[src/rtl/msg_frame_fifo.sv]
// msg_frame_fifo: assembles 5-beat x 64-bit feed frames into 320-bit order
// messages and buffers them in a DEPTH-entry FIFO. Short and long frames are
// dropped and counted in a saturating error counter.
// Optional build macro MSG_FILTER_EN: only message types 0x53, 0x44, 0x45 are
// stored; other types are dropped and counted as errors.
module msg_frame_fifo #(
    parameter int DEPTH = 4
) (
    input  logic         clk,
    input  logic         reset,
    input  logic         in_valid,
    input  logic [63:0]  in_data,
    input  logic         in_last,
    output logic         in_ready,
    input  logic         pop,
    output logic         buffer_not_empty,
    output logic [319:0] ff_buffer,
    output logic         buffer_full,
    output logic [4:0]   msg_count,
    output logic [7:0]   err_count
);

    localparam int         AW      = (DEPTH > 1) ? $clog2(DEPTH) : 1;
    localparam logic [4:0] DEPTH_C = 5'(DEPTH);

    typedef enum logic {
        ASSEMBLE,
        DISCARD
    } state_t;

    state_t         state, state_next;
    logic [2:0]     beat_idx, beat_next;
    logic [319:0]   asm_reg;
    logic [319:0]   mem [DEPTH];
    logic [AW-1:0]  wr_ptr, rd_ptr;
    logic           accept, push, pop_en, err_inc, type_ok;

    assign accept           = in_valid && in_ready;
    assign pop_en           = pop && buffer_not_empty;
    assign buffer_not_empty = (msg_count != 5'd0);
    assign buffer_full      = (msg_count == DEPTH_C);
    // Back-pressure depends only on registered state, never on pop.
    assign in_ready         = !((state == ASSEMBLE) && (beat_idx == 3'd4) && buffer_full);
    assign ff_buffer        = buffer_not_empty ? mem[rd_ptr] : '0;

`ifdef MSG_FILTER_EN
    // Type byte was captured from beat 0 and is already in the assembly register.
    assign type_ok = (asm_reg[319:312] == 8'h53) || (asm_reg[319:312] == 8'h44) ||
                     (asm_reg[319:312] == 8'h45);
`else
    assign type_ok = 1'b1;
`endif

    // FSM state and beat index register.
    always_ff @(posedge clk or posedge reset) begin
        if (reset) begin
            state    <= ASSEMBLE;
            beat_idx <= 3'd0;
        end else begin
            // NOTE: sequential state uses non-blocking assignments so every register samples pre-edge values.
            state    <= state_next;
            beat_idx <= beat_next;
        end
    end

    // Next-state logic plus push / error strobes for the current beat.
    always_comb begin
        // NOTE: every output gets a default first, so no path leaves a latch behind.
        state_next = state;
        beat_next  = beat_idx;
        push       = 1'b0;
        err_inc    = 1'b0;
        if (accept) begin
            case (state)
                ASSEMBLE: begin
                    if (beat_idx == 3'd4) begin
                        beat_next = 3'd0;
                        if (in_last) begin
                            push    = type_ok;
                            err_inc = !type_ok;
                        end else begin
                            state_next = DISCARD;
                            err_inc    = 1'b1;
                        end
                    end else if (in_last) begin
                        beat_next = 3'd0;
                        err_inc   = 1'b1;
                    end else begin
                        beat_next = beat_idx + 3'd1;
                    end
                end
                DISCARD: begin
                    if (in_last) begin
                        state_next = ASSEMBLE;
                    end
                end
                default: state_next = ASSEMBLE;
            endcase
        end
    end

    // Capture beats 0..3 into their slice of the assembly register.
    always_ff @(posedge clk or posedge reset) begin
        if (reset) begin
            asm_reg <= '0;
        end else if (accept && (state == ASSEMBLE)) begin
            case (beat_idx)
                3'd0:    asm_reg[319:256] <= in_data;
                3'd1:    asm_reg[255:192] <= in_data;
                3'd2:    asm_reg[191:128] <= in_data;
                3'd3:    asm_reg[127:64]  <= in_data;
                default: ;
            endcase
        end
    end

    // FIFO storage; beat 4 goes straight into the entry alongside beats 0..3.
    always_ff @(posedge clk) begin
        // NOTE: the storage array is deliberately not reset; ff_buffer gating hides stale entries.
        if (push) begin
            mem[wr_ptr] <= {asm_reg[319:64], in_data};
        end
    end

    // Pointers and occupancy; pointers wrap naturally at the power-of-two depth.
    always_ff @(posedge clk or posedge reset) begin
        if (reset) begin
            wr_ptr    <= '0;
            rd_ptr    <= '0;
            msg_count <= 5'd0;
        end else begin
            if (push) begin
                wr_ptr <= wr_ptr + 1'b1;
            end
            if (pop_en) begin
                rd_ptr <= rd_ptr + 1'b1;
            end
            case ({push, pop_en})
                2'b10:   msg_count <= msg_count + 5'd1;
                2'b01:   msg_count <= msg_count - 5'd1;
                default: ;
            endcase
        end
    end

    // Dropped-frame counter, saturating at 255.
    always_ff @(posedge clk or posedge reset) begin
        if (reset) begin
            err_count <= 8'd0;
        end else if (err_inc && (err_count != 8'hFF)) begin
            err_count <= err_count + 8'd1;
        end
    end

endmodule

[config.mk]
export PLATFORM = sky130hd
export DESIGN_NAME = msg_frame_fifo
export DESIGN_NICKNAME = d
export VERILOG_FILES = /design/src/rtl/msg_frame_fifo.sv
export SDC_FILE = /design/constraint.sdc
export NUM_CORES = 1
export LEC_CHECK = 0
export CORE_MARGIN = 10
export CORE_UTILIZATION = 34
export CTS_BUF_LIST = sky130_fd_sc_hd__clkbuf_4 sky130_fd_sc_hd__clkbuf_8
export DETAILED_ROUTE_END_ITERATION = 8
export MAX_ROUTING_LAYER = met4
export SYNTH_ARGS = -nofsm -noshare
export SYNTH_HDL_FRONTEND = slang
export SYNTH_SLANG_ARGS = --single-unit
[constraint.sdc]
create_clock -name clk -period 8.9 [get_ports clk]
set_clock_uncertainty 0.05 [all_clocks]
set_input_delay 1.78 -clock clk [delete_from_list [all_inputs] [get_ports clk]]
set_output_delay 1.78 -clock clk [all_outputs]
set_load 0.01 [all_outputs]
After elaboration in Yosys (flattened, before gate mapping)

Memories as Yosys holds them, arrays and structs flattened.
Index checks and enable logic that the tools add are counted.

Multiplexer cells: 16
Reduce and logical (&&, ||, !) cells: 15
Eq/ne operators: 8
Add/sub/neg operators: 6
Bitwise operators: 1

Operators by type and width:

| operator            | count |
|---|---|
| $mux 320            | 1 |
| $mux 1              | 11 |
| $pmux 5 s2          | 1 |
| $reduce_and 2->1    | 5 |
| $add 8x1->8 const B | 1 |
| $ne 8x8->1 const B  | 1 |
| $eq 3x2->1 const B  | 2 |
| $logic_and 1x1->1   | 6 |
| $mux 3              | 2 |
| $add 5x1->5 const B | 1 |
| $eq 5x3->1 const B  | 1 |
| $reduce_bool 5->1   | 1 |
| $sub 5x1->5 const B | 1 |
| $add 2x1->2 const B | 2 |
| $add 3x1->3 const B | 1 |
| $eq 3x1->1 const B  | 1 |
| $eq 3x3->1 const B  | 1 |
| $logic_not 3->1     | 1 |
| $eq 2x1->1 const B  | 1 |
| $eq 2x2->1 const B  | 1 |
| $pmux 1 s2          | 1 |
| $reduce_bool 2->1   | 1 |
| $logic_not 1->1     | 1 |
| $not 1->1           | 1 |

Memories: 1
Word-level logic and storage cells: 57
Register bits: 277
Output and inout port bits: 336
Input bits: 69
RAM bits: 1280

Memories:

| name | words | width | rd ports | clocked after Yosys merged registers in | write ports | RTL line | text |
|---|---|---|---|---|---|---|---|
| mem  | 4     | 320   | 1        | 0                                       | 1           | 34       | `logic [319:0] mem [DEPTH];` |

Depth between registers and ports, before layout

Gate-level depths: netlist of the first run.

Word-level depth: 8
Mapped depth: 14
Gate-level depth less buffers: 12

Least setup slack after synthesis of the first run

No wires, ideal clock.

Path kind: input to register
Start: input in_valid
End: memory mem[0][0], enable pin
Buffers on the path: 1
Slack: -1.597 ns
Arrival time: 9.723 ns
Data required time: 8.125 ns
Setup time: 0.725 ns
Cell stages on the path: 4
Cell sequence: nand2b_1 -> a31oi_4 -> buf_2 -> and3_1

Word-level cells in the longest chain between the ends: 4

Ends and longest elaborated chain:

| item                         | RTL line | text |
|---|---|---|
| start: declaration           | 11       | `input logic in_valid,` |
| $logic_and 1x1->1            | 38       | `assign accept = in_valid && in_ready;` |
| $mux 1                       | 73       | `if (accept) begin` |
| $mux 1                       | 120      | `if (push) begin` |
| $mux 1 (implied by the code) | 121      | `mem[wr_ptr] <= {asm_reg[319:64], in_data};` |
| end: declaration             | 34       |  |

No other way between the ends.

Worst setup path after layout of the first run

Start: register msg_count[2]
End: output ff_buffer[9]

Word-level cells in the longest chain between the ends: 2

Ends and longest elaborated chain:

| item                     | RTL line | text |
|---|---|---|
| start: declaration       | 19       | `output logic [4:0] msg_count,` |
| start signal: assignment | 139      | `2'b10: msg_count <= msg_count + 5'd1;` |
| start signal: assignment | 140      | `2'b01: msg_count <= msg_count - 5'd1;` |
| $reduce_bool 5->1        | 40       | `assign buffer_not_empty = (msg_count != 5'd0);` |
| $mux 320                 | 44       | `assign ff_buffer = buffer_not_empty ? mem[rd_ptr] : '0;` |
| end: declaration         | 17       | `output logic [319:0] ff_buffer,` |

No other way between the ends.

==> results of run 1 <==
power by group:
part / total [uW] / switching [uW] / internal [uW]
registers: 10100 / 834 / 9290
clock network: 6480 / 2830 / 3650
logic: 7090 / 3160 / 3930
logic make-up (layout without fill, tap and decap cells):
kind of cell,Yosys count,in the layout
simple gates,368,368
mux,579,579
flops,1557,1557
other cells,0,6
fa+ha+maj,16,16
xor+xnor,17,17
buf+inv,147,932
compound gates,13,13
cell usage in the layout, fill, tap and decap left out, drive strengths merged:
master / netlist / final
ha: 16 / 16
nand4: 5 / 5
clkinv: 0 / 65
nor3: 2 / 2
mux4: 320 / 320
nand4b: 2 / 2
bufinv: 0 / 2
a21oi: 2 / 2
mux2: 259 / 259
nand4bb: 1 / 1
nor2: 5 / 5
nor4: 3 / 3
and3: 4 / 4
inv: 7 / 10
edfxtp: 1280 / 1280
o21ai: 6 / 6
nand2: 6 / 6
a311oi: 1 / 1
nand2b: 2 / 2
a31o: 1 / 1
and4: 2 / 2
diode: 0 / 6
or2: 1 / 1
or4: 1 / 1
nand3: 7 / 7
a31oi: 3 / 3
xor2: 9 / 9
clkdlybuf4s50: 0 / 404
dfrtp: 277 / 277
buf: 102 / 34
xnor2: 8 / 8
and2: 327 / 327
clkinvlp: 0 / 8
clkbuf: 38 / 409
area by class of cell:
cell class / count / share of cell area
diodes: 6 / 0.0002104
inverters: 7 / 0.0004734
flip-flops and latches: 1557 / 0.6358
clock buffers: 409 / 0.06994
clock inverters: 78 / 0.005873
multi-input cells: 993 / 0.1841
well taps: 2325 / 0.04076
repair buffers: 438 / 0.06287
critical path, stage by stage, from the launching register on:
cell and delay (ns):
dfrtp_1 0.59, nand2b_4 0.23, buf_4 0.65, buf_4 0.70
and2_1 0.38, clkdlybuf4s50_1 0.60
metal layers:
metal  part of all wire  wire length [um]  up-vias
met5                  0                 0        -
met4              0.027              3816        0
met3              0.049              6789      238
met2               0.50             69780      659
met1               0.42             58990    14760
li1                   -                 -    11980
worst paths after layout:
| path | from | cells after the start | end |
|---|---|---|---|
| max | msg_count[2] | 5 | ff_buffer[9] |
| min | asm_reg[289] | 0 | mem[3][289] |
| max reg2reg | beat_idx[0] | 6 | mem[2][113] |
| min reg2reg | asm_reg[289] | 0 | mem[3][289] |
| max in group asynchronous | reset | 3 | asm_reg[184] |
| min in group asynchronous | reset | 2 | asm_reg[281] |
per-stage QoR:
step                      setup TNS [ns]  instance area, sq um  setup slack (ns)  cells  hold WS, ns
after floorplan                  -157.10                 59270           -0.5671   2697       0.4060
after global placement                 0                 65940             3.825   5320       0.4245
after detailed placement               0                 65940             3.789   5320       0.4306
after CTS                              0                 71350             2.603   5807       0.4123
after global routing                   0                 71360             2.521   5812       0.4387
final                                  0                 71370             2.784   5813       0.4302
==> flow_metrics.env, run 1 <==
export IMPL_relSlewSlack=0.2829
export IMPL_synth_most_common_cell="edfxtp_1"
export IMPL_clock_tree_root_cell="clkbuf_8"
export IMPL_synthXorXnorAreaFrac=0.002513
export IMPL_cts_sinks=1557
export IMPL_final_seq_area_sq_um=45380
export IMPL_crit_fanout=73
export IMPL_drt_first_pass_iters=6
export IMPL_grt_pass1_vias=29630
export IMPL_fin_util=0.4110
export IMPL_grt_pass1_wl_mm=204.8
export IMPL_yosys_area_top_type="edfxtp_1"
export IMPL_p_leak_uw=0.02404
export IMPL_synth_mux_area_frac=0.1746
export IMPL_use_met2=0.2388
export IMPL_multiInputGateArea_sq_um=13140
export IMPL_antenna_left=0
export IMPL_cap_violations=0
export IMPL_fin_nets=3363
export IMPL_syn_inst=2697
export IMPL_ys_warn_count=0
export IMPL_synth_seq_cells=1557
export IMPL_grt_usage=0.1476
export IMPL_viasPerCell=4.754
export IMPL_largest_reg_flops=1280
export IMPL_pin_count=405
export IMPL_syn_avg_cell_area_sq_um=21.97
export IMPL_cts_resized=0
export IMPL_wl_per_cell_um=23.98
export IMPL_core_area_sq_um=173600
export IMPL_arrival_ns=4.29
export IMPL_dieArea_sq_um=191400
export IMPL_path_clk_slew_ns=0.06
export IMPL_wl_mm=139.4
export IMPL_cts_inserted_buffers=281
export IMPL_synth_top_family_by_area="multiplexers"
export IMPL_dieWidth_um=437.5
export IMPL_grt_max_degree=130
export IMPL_timing_fmax_ghz=0.1635
export IMPL_peakVddDrop_uv=253.8
export IMPL_drc=0
export IMPL_ys_top_cells_by_count="1280 x edfxtp_1, 326 x and2_1, 320 x mux4_2"
export IMPL_p_total_uw=23690
export IMPL_drv_slew=0
export IMPL_grt_antenna_before_repair=7
export IMPL_hold_viol=0
export IMPL_cp_required_ns=7.07
export IMPL_area_growth_pct=20.43
export IMPL_rsz0062_at_grt="no"
export IMPL_vias=27640
export IMPL_syn_area_sq_um=59260
export IMPL_rows=153
export IMPL_met3_usage=0.03501
export IMPL_setup_viol=0
export IMPL_grt_overflow_total=0
export IMPL_dpl_hpwl_mm=77.68
export IMPL_htreeDepth=5
export IMPL_status="complete, no violations"
export IMPL_yosys_most_used_dff="edfxtp_1"
export IMPL_worst_slew_pin_slew_ns=1.076
export IMPL_die_h_um=437.5
export IMPL_min_period_ns=6.116
export IMPL_end_kind="primary output"
export IMPL_netlist_top_cells_area="edfxtp_1 65%, mux4_2 12%, dfrtp_1 12%"
export IMPL_seq_area_frac_synth=0.7656
export IMPL_grt_busiest_layer="met2"
export IMPL_finalCritPeriodShare=0.6872
export IMPL_hold_buffers=0
export IMPL_async_reset_ff_frac=0.1779
export IMPL_drtIter0Drc=1797
export IMPL_place_gp_congestion=0.7111
export IMPL_hp_class="register to register"
export IMPL_start_kind="register"
export IMPL_synth_top_cell_area_share=0.6486
export IMPL_drive_gt1_frac=0.3084
export IMPL_use_met1=0.1835
export IMPL_setup_worst_path_class="register to primary output"
export IMPL_cts_tree="yes"
export IMPL_synthAdderAreaFrac=0.003378
export IMPL_io_buffer_count=404
export IMPL_ys_types=39
export IMPL_cts_buffer_depth=4
export IMPL_syn_nets=2782
export IMPL_postCtsSetupRepairBufs=0
export IMPL_clock_latency_ns=0.98
export IMPL_start_util=0.3413
export IMPL_p_per_area_nw_per_um2=332.0
export IMPL_fill_cells=15440
export IMPL_r2r_setup_slack_ns=5.21
export IMPL_synth_simple_area_share=0.03900
export IMPL_synth_edff_count=1280
export IMPL_synth_compound_area_frac=0.001541
Note: power is estimated with default switching activity, not from simulation.
==> inputs of run 2 (changes only) <==
- clock period: 8.9 -> 5.4 ns (I/O delays scaled with it)
==> flow_metrics.env, run 2 (synthesized netlist as in run 1, its figures left out) <==
export IMPL_clock_tree_root_cell="clkbuf_8"
export IMPL_grt_pass1_vias=30210
export IMPL_postCtsSetupRepairBufs=0
export IMPL_area_growth_pct=22.16
export IMPL_fin_nets=3428
export IMPL_dpl_hpwl_mm=83.31
export IMPL_cts_resized=0
export IMPL_dp_cells=5386
export IMPL_cts_sinks=1557
export IMPL_largest_reg_flops=1280
export IMPL_drive_gt1_frac=0.3242
export IMPL_rsz0062_at_grt="no"
export IMPL_grt_overflow_total=0
export IMPL_cap_violations=0
export IMPL_crit_slowest_cell="dfrtp_4"
export IMPL_dieWidth_um=437.5
export IMPL_final_common_cell="edfxtp_1"
export IMPL_p_per_area_nw_per_um2=549.5
export IMPL_vias=28180
export IMPL_io_buffer_count=404
export IMPL_clock_latency_ns=1.03
export IMPL_end_kind="primary output"
export IMPL_grt_antenna_before_repair=11
export IMPL_drc=0
export IMPL_fin_cells=5880
export IMPL_clock_power_share=0.278
export IMPL_start_util=0.3413
export IMPL_switching_share=0.2866
export IMPL_relSlewSlack=0.2869
export IMPL_p_leak_uw=0.02456
export IMPL_grt_usage=0.1482
export IMPL_viasPerCell=4.793
export IMPL_p_seq_frac=0.421
export IMPL_cp_cell_sequence="buf_12 > buf_12 > mux4_2 > and2_1 > clkdlybuf4s50_1"
export IMPL_drt_first_pass_iters=5
export IMPL_setup_ws_ns=0.5182
export IMPL_drv_slew=0
export IMPL_fin_tns_setup_ns=0
export IMPL_cts_tree="yes"
export IMPL_cp_required_ns=4.27
export IMPL_intPower_uw=28380
export IMPL_grt_pass1_wl_mm=207.0
export IMPL_power_switching_uw=11400
export IMPL_pin_count=405
export IMPL_place_gp_congestion=0.7236
export IMPL_drtIter0Drc=1922
export IMPL_hold_viol=0
export IMPL_wl_mm=140.1
export IMPL_setup_worst_path_class="register to primary output"
export IMPL_cts_buffer_depth=4
export IMPL_status="complete, no violations"
export IMPL_hold_buffers=0
export IMPL_slowest_delay_ns=0.76
export IMPL_htreeDepth=5
export IMPL_start_kind="register"
export IMPL_crit_fanout=35
export IMPL_rows=153
export IMPL_grt_max_degree=123
export IMPL_path_common_cell="buf_12"
export IMPL_wl_per_cell_um=23.83
export IMPL_min_period_ns=4.882
export IMPL_timing_fmax_ghz=0.2048
export IMPL_p_total_uw=39780
export IMPL_setup_viol=0
export IMPL_peakVddDrop_uv=309.1
export IMPL_arrival_ns=3.75
export IMPL_finalCritPeriodShare=0.9040
export IMPL_combPwrFrac=0.301
export IMPL_worst_slew_pin_slew_ns=1.070
export IMPL_dp_slack_ns=1.414
export IMPL_path_clk_slew_ns=0.06
export IMPL_dieArea_sq_um=191400
export IMPL_hp_class="register to register"
export IMPL_cts_inserted_buffers=280
export IMPL_final_cell_mix="1280 x edfxtp_1, 404 x clkdlybuf4s50_1, 323 x and2_1"
export IMPL_core_area_sq_um=173600
export IMPL_antenna_left=0
export IMPL_die_h_um=437.5
==> run 2: metal layers <==
layer	track usage	routed length, um	share of wire
met5	-	0	0
met3	0.03096	6513	0.046
met2	0.2382	70100	0.50
met4	0.05014	3567	0.025
met1	0.1872	59960	0.43
==> run 2: power by group through the flow <==
| stage | combinational (uW) | clock, uW | sequential, uW |
|---|---|---|---|
| finish | 12000 | 11100 | 16800 |
| global route | 12800 | 11900 | 17000 |
| CTS | 12400 | 11400 | 16800 |
| detailed placement | 12300 | 0 | 17000 |
| global placement | 12300 | 0 | 16900 |
| floorplan | 6830 | 0 | 16400 |
==> run 2: worst paths after layout <==
| check | startpoint | to | cells after the start | slack (ns) |
|---|---|---|---|---|
| min | asm_reg[312] | mem[2][312] | 0 | 0.41 |
| max | rd_ptr[0] | ff_buffer[164] | 5 | 0.52 |
| max reg2reg | beat_idx[0] | msg_count[4] | 12 | 2.04 |
| min reg2reg | asm_reg[312] | mem[2][312] | 0 | 0.41 |
| min in group asynchronous | reset | asm_reg[187] | 2 | 0.50 |
| max in group asynchronous | reset | asm_reg[279] | 3 | 3.58 |
==> run 2: critical path: cells and delay by family (launching register included) <==
kind	cells	cell delay [ns]
buffers and inverters	3	1.12
flip-flops	1	0.76
multiplexers	1	0.58
AND/OR/NAND/NOR	1	0.17
==> run 2: final cells by class <==
| class | count | area, sq um |
|---|---|---|
| Clock inverter | 66 | 505.5 |
| Fill cell | 15350 | 101200 |
| Tap cell | 2325 | 2909 |
| Clock buffer | 420 | 5111 |
| Timing Repair Buffer | 504 | 5308 |
| Multi-Input combinational cell | 993 | 13140 |
| Inverter | 7 | 30.03 |
| Sequential cell | 1557 | 45380 |
| Antenna cell | 8 | 20.02 |
==> run 2: stage by stage <==
stage / hold slack, ns / util / instance area [sq um]
2_1_floorplan: 0.4060 / - / 59270
3_3_place_gp: 0.4324 / 0.3845 / 66760
3_5_place_dp: 0.4363 / 0.3845 / 66760
4_1_cts: 0.3665 / 0.4168 / 72370
5_1_grt: 0.4280 / 0.4169 / 72390
6_report: 0.4079 / 0.4169 / 72390
